### config.mk
export PLATFORM = sky130hd
export DESIGN_NAME = video_timing_mixer
export DESIGN_NICKNAME = d
export VERILOG_FILES = /design/src/rtl/video_timing_mixer.sv
export SDC_FILE = /design/constraint.sdc
export NUM_CORES = 1
export LEC_CHECK = 0
export ABC_AREA = 0
export BUFFER_PORTS_ARGS = -buffer_cell sky130_fd_sc_hd__buf_2
export CAP_MARGIN = 30
export CORE_ASPECT_RATIO = 0.8
export CORE_UTILIZATION = 31
export CTS_BUF_LIST = sky130_fd_sc_hd__clkbuf_8 sky130_fd_sc_hd__clkbuf_16
export DETAILED_ROUTE_END_ITERATION = 7
export PLACE_DENSITY_LB_ADDON = 0.2
export SYNTH_ARGS = -nofsm -noshare
export SYNTH_HDL_FRONTEND = slang
export SYNTH_SLANG_ARGS = --single-unit
### constraint.sdc
create_clock -name i_clk -period 1.8 [get_ports i_clk]
set_input_delay 0.09 -clock i_clk [delete_from_list [all_inputs] [get_ports i_clk]]
set_output_delay 0.09 -clock i_clk [all_outputs]
set_load 0.02 [all_outputs]
### src/rtl/video_timing_mixer.sv
// Raster timing generator and sprite/background pixel mixer.
// Drives coordinates to the compositor and registers the mixed video output.
module video_timing_mixer #(
    parameter int          H_ACTIVE = 1920,
    parameter int          H_FP     = 88,
    parameter int          H_SYNC   = 44,
    parameter int          H_BP     = 148,
    parameter int          V_ACTIVE = 1080,
    parameter int          V_FP     = 4,
    parameter int          V_SYNC   = 5,
    parameter int          V_BP     = 36,
    parameter bit          HS_POL   = 1'b1,
    parameter bit          VS_POL   = 1'b1,
    parameter logic [23:0] BG_RGB   = 24'h000040
) (
    input  logic        i_clk,
    input  logic        i_rst_n,
    input  logic        i_en,
    output logic [15:0] o_x,
    output logic [15:0] o_y,
    output logic        o_v_sync,
    input  logic [7:0]  i_red,
    input  logic [7:0]  i_green,
    input  logic [7:0]  i_blue,
    input  logic        i_sprite_hit,
    output logic [7:0]  o_red,
    output logic [7:0]  o_green,
    output logic [7:0]  o_blue,
    output logic        o_de,
    output logic        o_hsync,
    output logic        o_vsync,
    output logic [15:0] o_frame,
    output logic        o_frame_start
);

    localparam int H_TOTAL = H_ACTIVE + H_FP + H_SYNC + H_BP;
    localparam int V_TOTAL = V_ACTIVE + V_FP + V_SYNC + V_BP;

    // Counters are 16 bits wide, so neither total may exceed 2^16.
    if (H_TOTAL > 65536 || V_TOTAL > 65536) begin : g_size_check
        $error("video_timing_mixer: H_TOTAL/V_TOTAL exceed 16-bit counters");
    end

    // Bounds are 17 bits so an edge equal to 65536 still compares correctly.
    localparam logic [16:0] H_ACT_E  = 17'(H_ACTIVE);
    localparam logic [16:0] H_SYNC_S = 17'(H_ACTIVE + H_FP);
    localparam logic [16:0] H_SYNC_E = 17'(H_ACTIVE + H_FP + H_SYNC);
    localparam logic [16:0] V_ACT_E  = 17'(V_ACTIVE);
    localparam logic [16:0] V_SYNC_S = 17'(V_ACTIVE + V_FP);
    localparam logic [16:0] V_SYNC_E = 17'(V_ACTIVE + V_FP + V_SYNC);
    localparam logic [15:0] H_LAST   = 16'(H_TOTAL - 1);
    localparam logic [15:0] V_LAST   = 16'(V_TOTAL - 1);

    logic [15:0] h_q, h_d;
    logic [15:0] v_q, v_d;
    logic [15:0] frame_q, frame_d;
    logic [23:0] rgb_q, rgb_d;
    logic        de_q, de_d;
    logic        hs_q, hs_d;
    logic        vs_q, vs_d;
    logic        fs_q, fs_d;

    logic        active;
    logic        raw_hs;
    logic        raw_vs;
    logic        at_origin;

    // Decode the current raster position into active/sync flags.
    always_comb begin
        active    = ({1'b0, h_q} < H_ACT_E) && ({1'b0, v_q} < V_ACT_E);
        raw_hs    = ({1'b0, h_q} >= H_SYNC_S) && ({1'b0, h_q} < H_SYNC_E);
        raw_vs    = ({1'b0, v_q} >= V_SYNC_S) && ({1'b0, v_q} < V_SYNC_E);
        at_origin = (h_q == 16'd0) && (v_q == 16'd0);
    end

    // Advance h/v raster counters and the frame counter on enabled clocks.
    always_comb begin
        h_d     = h_q;
        v_d     = v_q;
        frame_d = frame_q;
        if (i_en) begin
            if (h_q == H_LAST) begin
                h_d = 16'd0;
                if (v_q == V_LAST) begin
                    v_d     = 16'd0;
                    frame_d = frame_q + 16'd1;
                end else begin
                    v_d = v_q + 16'd1;
                end
            end else begin
                h_d = h_q + 16'd1;
            end
        end
    end

    // Mix compositor colour against background; blank outside the active area.
    always_comb begin
        de_d  = de_q;
        hs_d  = hs_q;
        vs_d  = vs_q;
        rgb_d = rgb_q;
        fs_d  = 1'b0;
        if (i_en) begin
            de_d = active;
            hs_d = raw_hs ^ ~HS_POL;
            vs_d = raw_vs ^ ~VS_POL;
            fs_d = at_origin;
            if (!active) begin
                rgb_d = 24'h000000;
            end else if (i_sprite_hit) begin
                rgb_d = {i_red, i_green, i_blue};
            end else begin
                rgb_d = BG_RGB;
            end
        end
    end

    // State and output registers; reset restarts the raster at (0,0).
    always_ff @(posedge i_clk or negedge i_rst_n) begin
        if (!i_rst_n) begin
            h_q     <= 16'd0;
            v_q     <= 16'd0;
            frame_q <= 16'd0;
            rgb_q   <= 24'h000000;
            de_q    <= 1'b0;
            hs_q    <= ~HS_POL;
            vs_q    <= ~VS_POL;
            fs_q    <= 1'b0;
        end else begin
            h_q     <= h_d;
            v_q     <= v_d;
            frame_q <= frame_d;
            rgb_q   <= rgb_d;
            de_q    <= de_d;
            hs_q    <= hs_d;
            vs_q    <= vs_d;
            fs_q    <= fs_d;
        end
    end

    assign o_x           = h_q;
    assign o_y           = v_q;
    assign o_v_sync      = raw_vs;
    assign o_red         = rgb_q[23:16];
    assign o_green       = rgb_q[15:8];
    assign o_blue        = rgb_q[7:0];
    assign o_de          = de_q;
    assign o_hsync       = hs_q;
    assign o_vsync       = vs_q;
    assign o_frame       = frame_q;
    assign o_frame_start = fs_q;

endmodule

# [Yosys cells after proc, flatten, opt, wreduce, memory -nomap -nowiden]
# Cells that the tools add are included.
[classes] addsub=3 mul=0 div=0 n_lt_le_gt_ge=6 eq_ne=2 shifts=0 n_mux=5 bitwise=0 n_reduce_logical=8
[op_table] operator="$add A16 B1 Y16 const B" count=3
[op_table] operator="$lt A16 B11 Y1 const B" count=3
[op_table] operator="$mux W24" count=2
[op_table] operator="$ge A16 B11 Y1 const B" count=2
[op_table] operator="$logic_not A16 Y1" count=2
[op_table] operator="$mux W16" count=2
[op_table] operator="$eq A16 B11 Y1 const B" count=1
[op_table] operator="$eq A16 B12 Y1 const B" count=1
[op_table] operator="$lt A16 B12 Y1 const B" count=1
[op_table] operator="$logic_and A1 B1 Y1" count=4
[op_table] operator="$reduce_and A3 Y1" count=1
[op_table] operator="$reduce_and A2 Y1" count=1
[op_table] operator="$mux W1" count=1
[word_totals] regBits=76 latch_bits=0 ramBits=0 romBits=0 input_bits=28 output_inout_bits=77 mem_count=0

# [Logic depth before layout (Yosys ltp)]
# Gate-level depths: netlist of the first run.
[logic_depth] depth_word=3 mapped_depth=7

# [Worst setup path before layout of the first run]
# No wires, ideal clock.
[synth_path] path_type="register -> register" startpoint="register v_q[0], in the netlist o_y[0]" endpoint="register vs_q, in the netlist o_vsync" setup_time_ns=0.066 arrival_ns=2.082 t_required_ns=1.734 path_slack_ns=-0.348 path_stages_with_launch=7 n_path_buf=0 path_cell_list="dfrtp_1 > inv_1 > ha_1 > or4b_1 > or4_1 > a21oi_2 > mux2_1"
[synth_between] elab_chain_len=2 elab_cells_between_ends=3 classes_between="order compare (2); reduce/logical (1)"
[synth_lines] element="from (decl)" line="55" rtl="logic [15:0] v_q, v_d;"
[synth_lines] element="from (signal assigned)" line="131" rtl="v_q <= v_d;"
[synth_lines] element="$ge A16 B11 Y1 or $lt A16 B11 Y1 (tied branches)" line="72" rtl="raw_vs = ({1'b0, v_q} >= V_SYNC_S) && ({1'b0, v_q} < V_SYNC_E);"
[synth_lines] element="$logic_and A1 B1 Y1 (*)" line="72"
[synth_lines] element="via o_v_sync" line="21" rtl="output logic o_v_sync,"
[synth_lines] element="to (signal assigned)" line="127" rtl="vs_q <= ~VS_POL;"
[synth_lines] element="to (signal assigned)" line="136" rtl="vs_q <= vs_d;"
[synth_lines] element="to (decl)" line="60" rtl="logic vs_q, vs_d;"
# The timed path passes the listed nets; every way through them passes the cells marked *.
# A chain may end at the register's enable or synchronous reset.

# [Worst setup path in the final report of the first run]
[layout_path] startpoint="register v_q[0], in the netlist o_y[0]" endpoint="output o_v_sync"
[layout_between] elab_chain_len=2 elab_cells_between_ends=3 classes_between="order compare (2); reduce/logical (1)"
[layout_lines] element="$ge A16 B11 Y1 or $lt A16 B11 Y1 (tied branches)" line="72"
[layout_lines] element="$logic_and A1 B1 Y1 (*)" line="72"
[layout_lines] element="to (decl)" line="21"
# Every way passes the cells marked *; elsewhere a longest branch is shown, timed or not.

==> results of run 1 <==
-- stage by stage --
stage	hold slack [ps]	utilization	TNS (ps)	power [mW]	worst slack [ps]
2_1_floorplan	-206	-	-851	2.18	-214
3_3_place_gp	82.1	0.422	-1290	2.51	-89.3
3_5_place_dp	81.4	0.422	-1910	2.52	-123
4_1_cts	24.8	0.498	-2920	4.19	-409
5_1_grt	45.7	0.520	-11730	4.34	-454
6_report	26.0	0.520	-7260	4.16	-408
-- cells in the final DEF, fill, tap and decap left out, drive strengths merged, types with 3 or more instances in the layout --
cell type and n:
nor4 19, nand3 24, and4 7, nor2 17
a211oi 7, a22o 24, xor2 20, buf 186
inv 19, or4 4, and3 15, a21oi 4
o2bb2ai 8, nand4 17, nand2 16, dfrtp 76
dlygate4sd3 24, nor4b 3, ha 5, xnor2 13
clkbuf 10, nor3 9, o21ai 8
-- flip-flops by register name, indices dropped and copies added, names as in the netlist --
signal	count
o_vsync	1
o_de	1
o_y	16
o_frame_start	1
o_frame	16
rgb_q	24
o_hsync	1
o_x	16
-- cells by family (layout without fill, tap and decap cells) --
group           Yosys count  count (layout)  share of synthesized area
buf+inv                  41             242                     0.0457
xor+xnor                 33              33                     0.0760
simple gates            138             138                      0.239
fa+ha+maj                 5               5                     0.0165
compound gates           55              55                      0.112
flops                    76              76                      0.500
mux                       4               4                     0.0112
-- worst register-to-register path, stage by stage, from the launching register on --
cell and delay, ps:
dfrtp_2 410, inv_2 70, ha_4 130, buf_4 100
buf_6 80, nor4b_4 280, nand4_4 170, buf_6 160
buf_12 140, nor4_4 280, xor2_1 160
-- power by group through the flow --
stage | clock, mW | combinational (mW) | sequential [mW]
floorplan | 0 | 0.234 | 1.95
global route | 1.70 | 0.807 | 1.84
finish | 1.59 | 0.742 | 1.83
global placement | 0 | 0.653 | 1.85
detailed placement | 0 | 0.658 | 1.86
CTS | 1.63 | 0.724 | 1.83
-- routing by layer --
metal  vias up  track usage  wire (µm)
li1       1692            -          -
met1      1807        0.257       5630
met2        78        0.306       5690
met3        15       0.0403        429
met4         0       0.0612        179
met5         -            0          0
-- worst paths after layout --
kind	to	slack (ps)
hold / removal	rgb_q[6]	30
setup / recovery	o_v_sync	-410
hold reg to reg	o_frame[8]	490
max in group asynchronous	o_x[1]	930
min in group asynchronous	o_y[4]	250
setup reg to reg	o_frame[10]	-260
-- cell type report --
class | count | area [µm²] | share of cell area
Timing Repair Buffer | 211 | 1550 | 0.255
Tap cell | 148 | 185 | 0.0304
Sequential cell | 76 | 1910 | 0.313
Clock buffer | 9 | 225 | 0.0369
Clock inverter | 7 | 32.5 | 0.00533
Multi-Input combinational cell | 235 | 2130 | 0.350
Inverter | 15 | 56.3 | 0.00923
-- what timing repair did --
action | CTS | global route
resized for setup | 52 | 39
setup buffers | 9 | 9
cloned | 3 | 1
endpoints found under the setup margin | 50 | 64
pin swaps | 24 | 26
hold buffers | 24 | 0
hold endpoints to repair | 55 | 0
==> results by group, run 1 <==
Worst setup path
  • Crit path max-delay cell type: or4b_4
  • CP required: ~1700 ps
  • Crit path max-delay family: simple AND/OR/NAND/NOR gates
  • Reg2reg start: o_y[0]
  • Worst Setup End Kind: output port
  • Critical path buffers and inverters: 2
  • Worst R2R Path Depth: 10
  • Worst path depth: 6
  • Worst-path cell chain: inv_2, ha_4, or4b_4, or4_4, a21oi_4, buf_6
  • CP Launch Type: register
  • CP Max Fanout: 2
  • Max incr delay on CP: ~460 ps
  • CP startpoint: o_y[0]
  • Critical path type: register to output port
  • Worst path arrival time: about 2100 ps

Pwr
  • P_leak: between 3 and 4 nW
  • Power per cell area: approximately 680 nW/µm²
  • Switch share: 0.276
  • Psw: ~1.1 mW
  • Sequential power share: 0.440
  • Gate power share: 0.178
  • Power Internal: roughly 3.0 mW
  • Clk network pwr share: 0.382
  • VDD IR-drop max: around 0.00046 V

Synth
  • Cells after Synth: ~350
  • EDFF count, synth: 0
  • Sequential area share after synthesis: 0.500
  • Synth top cells by count: dfrtp_1 (76), a22o_1 (24), nand3_1 (24)
  • Area leader, netlist: dfrtp_1
  • Synth top area share: 0.500
  • Synth unique cells: 45
  • Top-count cell post-synth: dfrtp_1
  • Yosys reg bits: 76
  • Top cells by area, synth: dfrtp_1 (50%), a22o_1 (5.5%), xor2_1 (4.6%), nor4_2 (3.9%), nand3_1 (3.2%)
  • Top_reg_cell synth: dfrtp_1
  • Avg Synthesized Cell Area: roughly 11 µm²
  • YS warnings: 0
  • Net count after synthesis: 385
  • Fraction of registers with async set or reset after synthesis: 1.00
  • Mapped Area: 3800 µm²

Timing
  • RSZ-0062 raised after global routing: true
  • Final hold violation count: 0
  • Crit share post-route: 1.23
  • Top achievable clock speed: ~450 MHz
  • Worst Clk Skew: slightly below 10 ps
  • Slew HR: 0.665
  • Worst setup margin: -408 ps
  • Fin crit period: roughly 2200 ps
  • Slew @ Worst Pin: roughly 500 ps
  • # setup viols final: 49
  • Slew Limit Fails: 0

Die
  • Die W: 126 µm
  • # IOs: 105
  • Die area: ~13000 µm²
  • Core area: between 10000 and 15000 µm²
  • Initial core utilization: 0.324
  • Die Ht: 101 µm
  • Rows: 35

Clock tree
  • # clock sinks: 76
  • Clock Pin Slew Worst Setup and Hold Paths: 60 ps
  • CTS tree: done
  • Clock Latency Late Sink: 330 ps
  • TritonCTS Buffers: 9
  • Clk buf depth: 2
  • Root Buffer: clkbuf_16
  • CTS H-tree depth: 3

Layout
  • Design area: about 6000 µm²
  • Diode count: 0
  • Area delta synth->final: 60.4%
  • Cell Count, Final, Fillers Out: 701
  • FILL cells: about 1100
  • Net count, final: just under 600
  • Layout cell share with drive strength beyond 1: 0.476

Placement
  • Placed Area: 4950 µm²
  • HPWL Detailed: between 7 and 8 mm
  • IO buf count: around 100
  • GP Congestion: 0.810
  • Dpl cells: 641

Worst hold path
  • Worst hold path stage count: 3
  • Worst Hold Class: input port to register
  • Hold_sp: i_blue[6]

GRT
  • Initial antenna violation count: 0
  • Vias in the first global route: between 3000 and 4000
  • Global Route Usage Sum: 0.190
  • Overflow after GRT: 0
  • First-pass GRT wire length: 18.7 mm
  • Largest net degree at the start of global routing: 45

Job
  • # Max-Cap Violations: 0

Drt
  • Vias per cell: just over 5
  • Drt drc: 0
  • WL final: 11.9 mm
  • Avg WL per Cell: 17.0 µm
  • Via count: 3592
  • Initial DRC Count: between 200 and 250
  • Pre-Repair DR Iteration Count: 4
  • Routed Antenna Nets: 0

Run status
  • Status: finished, violations left
  • Violated checks: negative setup slack
Note: power is estimated with default switching activity, not from simulation.
==> run 2, diff against run 1 <==
--- a/config.mk
+++ b/config.mk
@@ -5,10 +5,10 @@
 export SDC_FILE = /design/constraint.sdc
 export NUM_CORES = 1
 export LEC_CHECK = 0
-export ABC_AREA = 0
+export ABC_AREA = 1
 export BUFFER_PORTS_ARGS = -buffer_cell sky130_fd_sc_hd__buf_2
 export CAP_MARGIN = 30
-export CORE_ASPECT_RATIO = 0.8
+export CORE_ASPECT_RATIO = 1.5
 export CORE_UTILIZATION = 31
 export CTS_BUF_LIST = sky130_fd_sc_hd__clkbuf_8 sky130_fd_sc_hd__clkbuf_16
 export DETAILED_ROUTE_END_ITERATION = 7
==> run 2 against run 1 <==
The flow finishes with violations (design-rule violations). Sequential cell count unchanged. Clock power increased by 4%. Clock skew decreased by 2.9 ps. Cell count increased by 26%. Hold slack got worse by 13 ps. Utilization decreased by 11 points. Maximum frequency increased by 29%. Setup slack improved by 500 ps. Sequential power increased by 15%. Critical path depth increased by 3. Largest cell class unchanged.
==> results by group, run 2 <==
Run status
  • Status: finished, violations left
  • Violated checks: design-rule violations

Die
  • Die Ht: 145 µm
  • # IOs: 105
  • Core area: between 10000 and 15000 µm²
  • Die W: between 90 and 100 µm
  • Rows: between 50 and 60
  • Initial core utilization: 0.316
  • Die area: about 14000 µm²

Pwr
  • P_leak: 2.96 nW
  • Power Internal: roughly 3.3 mW
  • Clk network pwr share: 0.324
  • Psw: between 1.5 and 2 mW
  • VDD IR-drop max: between 0.0006 and 0.0007 V
  • Switch share: 0.347
  • Sequential power share: 0.413
  • Power per cell area: just over 900 nW/µm²
  • Gate power share: 0.263

Synth
  • Synth top cells by count: nand2_1 (216), dfrtp_1 (76), nor2_1 (66)
  • Yosys reg bits: 76
  • Top-count cell post-synth: nand2_1
  • EDFF count, synth: 0
  • Avg Synthesized Cell Area: 7.25 µm²
  • Mapped Area: about 4300 µm²
  • Net count after synthesis: 620
  • Synth top area share: 0.447
  • Sequential area share after synthesis: 0.447
  • YS warnings: 0
  • Fraction of registers with async set or reset after synthesis: 1.00
  • Area leader, netlist: dfrtp_1
  • Cells after Synth: ~590
  • Top cells by area, synth: dfrtp_1 (45%), nand2_1 (19%), nor2_1 (5.8%), inv_1 (5.1%), o21ai_0 (5.1%)
  • Top_reg_cell synth: dfrtp_1
  • Synth unique cells: 26

Clock tree
  • TritonCTS Buffers: 9
  • CTS H-tree depth: 3
  • Clock Pin Slew Worst Setup and Hold Paths: approximately 60 ps
  • # clock sinks: 76
  • Clk buf depth: 2
  • Root Buffer: clkbuf_16
  • CTS tree: done
  • Clock Latency Late Sink: around 340 ps

Layout
  • Area delta synth->final: 28.9%
  • Multi-input gate area: 2060 µm²
  • Design area: around 5500 µm²
  • Top reg by flops: rgb_q
  • Post-layout util: 0.407
  • Max FFs per register: 24
  • FILL cells: between 1000 and 1500
  • Commonest non-fill, non-tap cell in the layout: nand2_1
  • Diode count: 0
  • Sequential cell area: 1900 µm²
  • Layout cell share with drive strength beyond 1: 0.240
  • Commonest cells after routing, fill and taps aside: nand2_1 (216), buf_2 (102), dfrtp_1 (75)
  • Cell Count, Final, Fillers Out: 886
  • Net count, final: approximately 750

GRT
  • Global Route Usage Sum: 0.178
  • Vias in the first global route: 4077
  • Largest net degree at the start of global routing: 36
  • First-pass GRT wire length: roughly 20 mm
  • Initial antenna violation count: 0
  • Overflow after GRT: 0

Drt
  • WL final: between 10 and 15 mm
  • Routed Antenna Nets: 0
  • Via count: slightly above 4000
  • Vias per cell: 4.67
  • Drt drc: 12
  • Avg WL per Cell: 13.7 µm
  • Initial DRC Count: about 210
  • Pre-Repair DR Iteration Count: 7

Timing
  • RSZ-0062 raised after global routing: true
  • # setup viols final: 0
  • Worst Clk Skew: just over 7 ps
  • Slew HR: 0.665
  • Setup TNS: 0 ps
  • Final hold violation count: 0
  • Worst setup margin: 90.3 ps
  • Fin crit period: between 1500 and 2000 ps
  • Top achievable clock speed: 585 MHz
  • Slew @ Worst Pin: ~500 ps
  • Crit share post-route: 0.950
  • Slew Limit Fails: 0

Worst setup path
  • CP required: 1710 ps
  • Critical path type: register to output port
  • CP Max Fanout: 2
  • Worst Setup End Kind: output port
  • Worst path arrival time: between 1500 and 2000 ps
  • CP Launch Type: register

Placement
  • Dpl cells: approximately 860
  • GP Congestion: approximately 0.87
  • Placed Area: roughly 5100 µm²
  • HPWL Detailed: 9.07 mm
  • IO buf count: around 100
  • Place WS: 141 ps

Worst hold path
  • Worst Hold Class: input port to register

Job
  • # Max-Cap Violations: 0
-- run 2: per-stage QoR --
stage               power, mW  hold slack [ps]
floorplan                2.91             -206
finish                   5.09             13.4
global route             5.42             12.7
detailed placement       3.47             94.8
CTS                      5.16             4.69
global placement         3.46             89.8
-- run 2: cells by family after synthesis --
kind of cell / Yosys count / synth area share
compound gates: 50 / 0.0588
xor+xnor: 27 / 0.0556
fa+ha+maj: 5 / 0.0147
buf+inv: 77 / 0.0779
flops: 76 / 0.447
simple gates: 352 / 0.346
-- run 2: layout make-up --
type,count,share of cell area
clock buffers,10,0.0436
clock inverters,6,0.00570
inverters,60,0.0411
multi-input cells,435,0.376
flip-flops and latches,76,0.347
well taps,162,0.0370
repair buffers,137,0.150
-- run 2: worst paths after layout --
path / slack, ps / cells after the start / end / startpoint
max: 90 / 9 / o_v_sync / o_y[0]
min: 10 / 3 / rgb_q[0] / i_blue[0]
max reg2reg: 140 / 11 / o_vsync / o_y[0]
min reg2reg: 480 / 2 / o_hsync / o_hsync
max in group asynchronous: 900 / 3 / rgb_q[8] / i_rst_n
min in group asynchronous: 260 / 2 / o_frame[5] / i_rst_n
-- run 2: what timing repair did --
item                                   CTS  global route
endpoints found under the hold margin   36             0
cloned                                   0             1
hold buffers                             4             0
pin swaps                                1             1
setup endpoints to repair                1            19
resized for setup                        4             9
setup buffers                            3             1
-- run 2: power groups by stage --
stage	registers (mW)	logic [mW]	clock network, mW
3_3_place_gp	2.12	1.34	0
4_1_cts	2.10	1.35	1.70
3_5_place_dp	2.13	1.34	0
5_1_grt	2.14	1.49	1.78
6_report	2.10	1.34	1.65
2_1_floorplan	2.40	0.506	0
-- run 2: worst max-delay path, cell delays in order, from the launching register on --
cell     delay (ps)
dfrtp_1         390
inv_2            80
ha_4            140
inv_1            50
nor2_2          110
nand3_2          90
o21ai_1          80
nand3_1         120
inv_2            90
buf_4           130
-- run 2: layer usage --
metal	vias to the layer above	track usage	wire length, µm
li1	2090	-	-
met1	1928	0.202	4990
met2	98	0.321	6320
met3	26	0.0327	417
met4	0	0.0841	416
met5	-	0	0
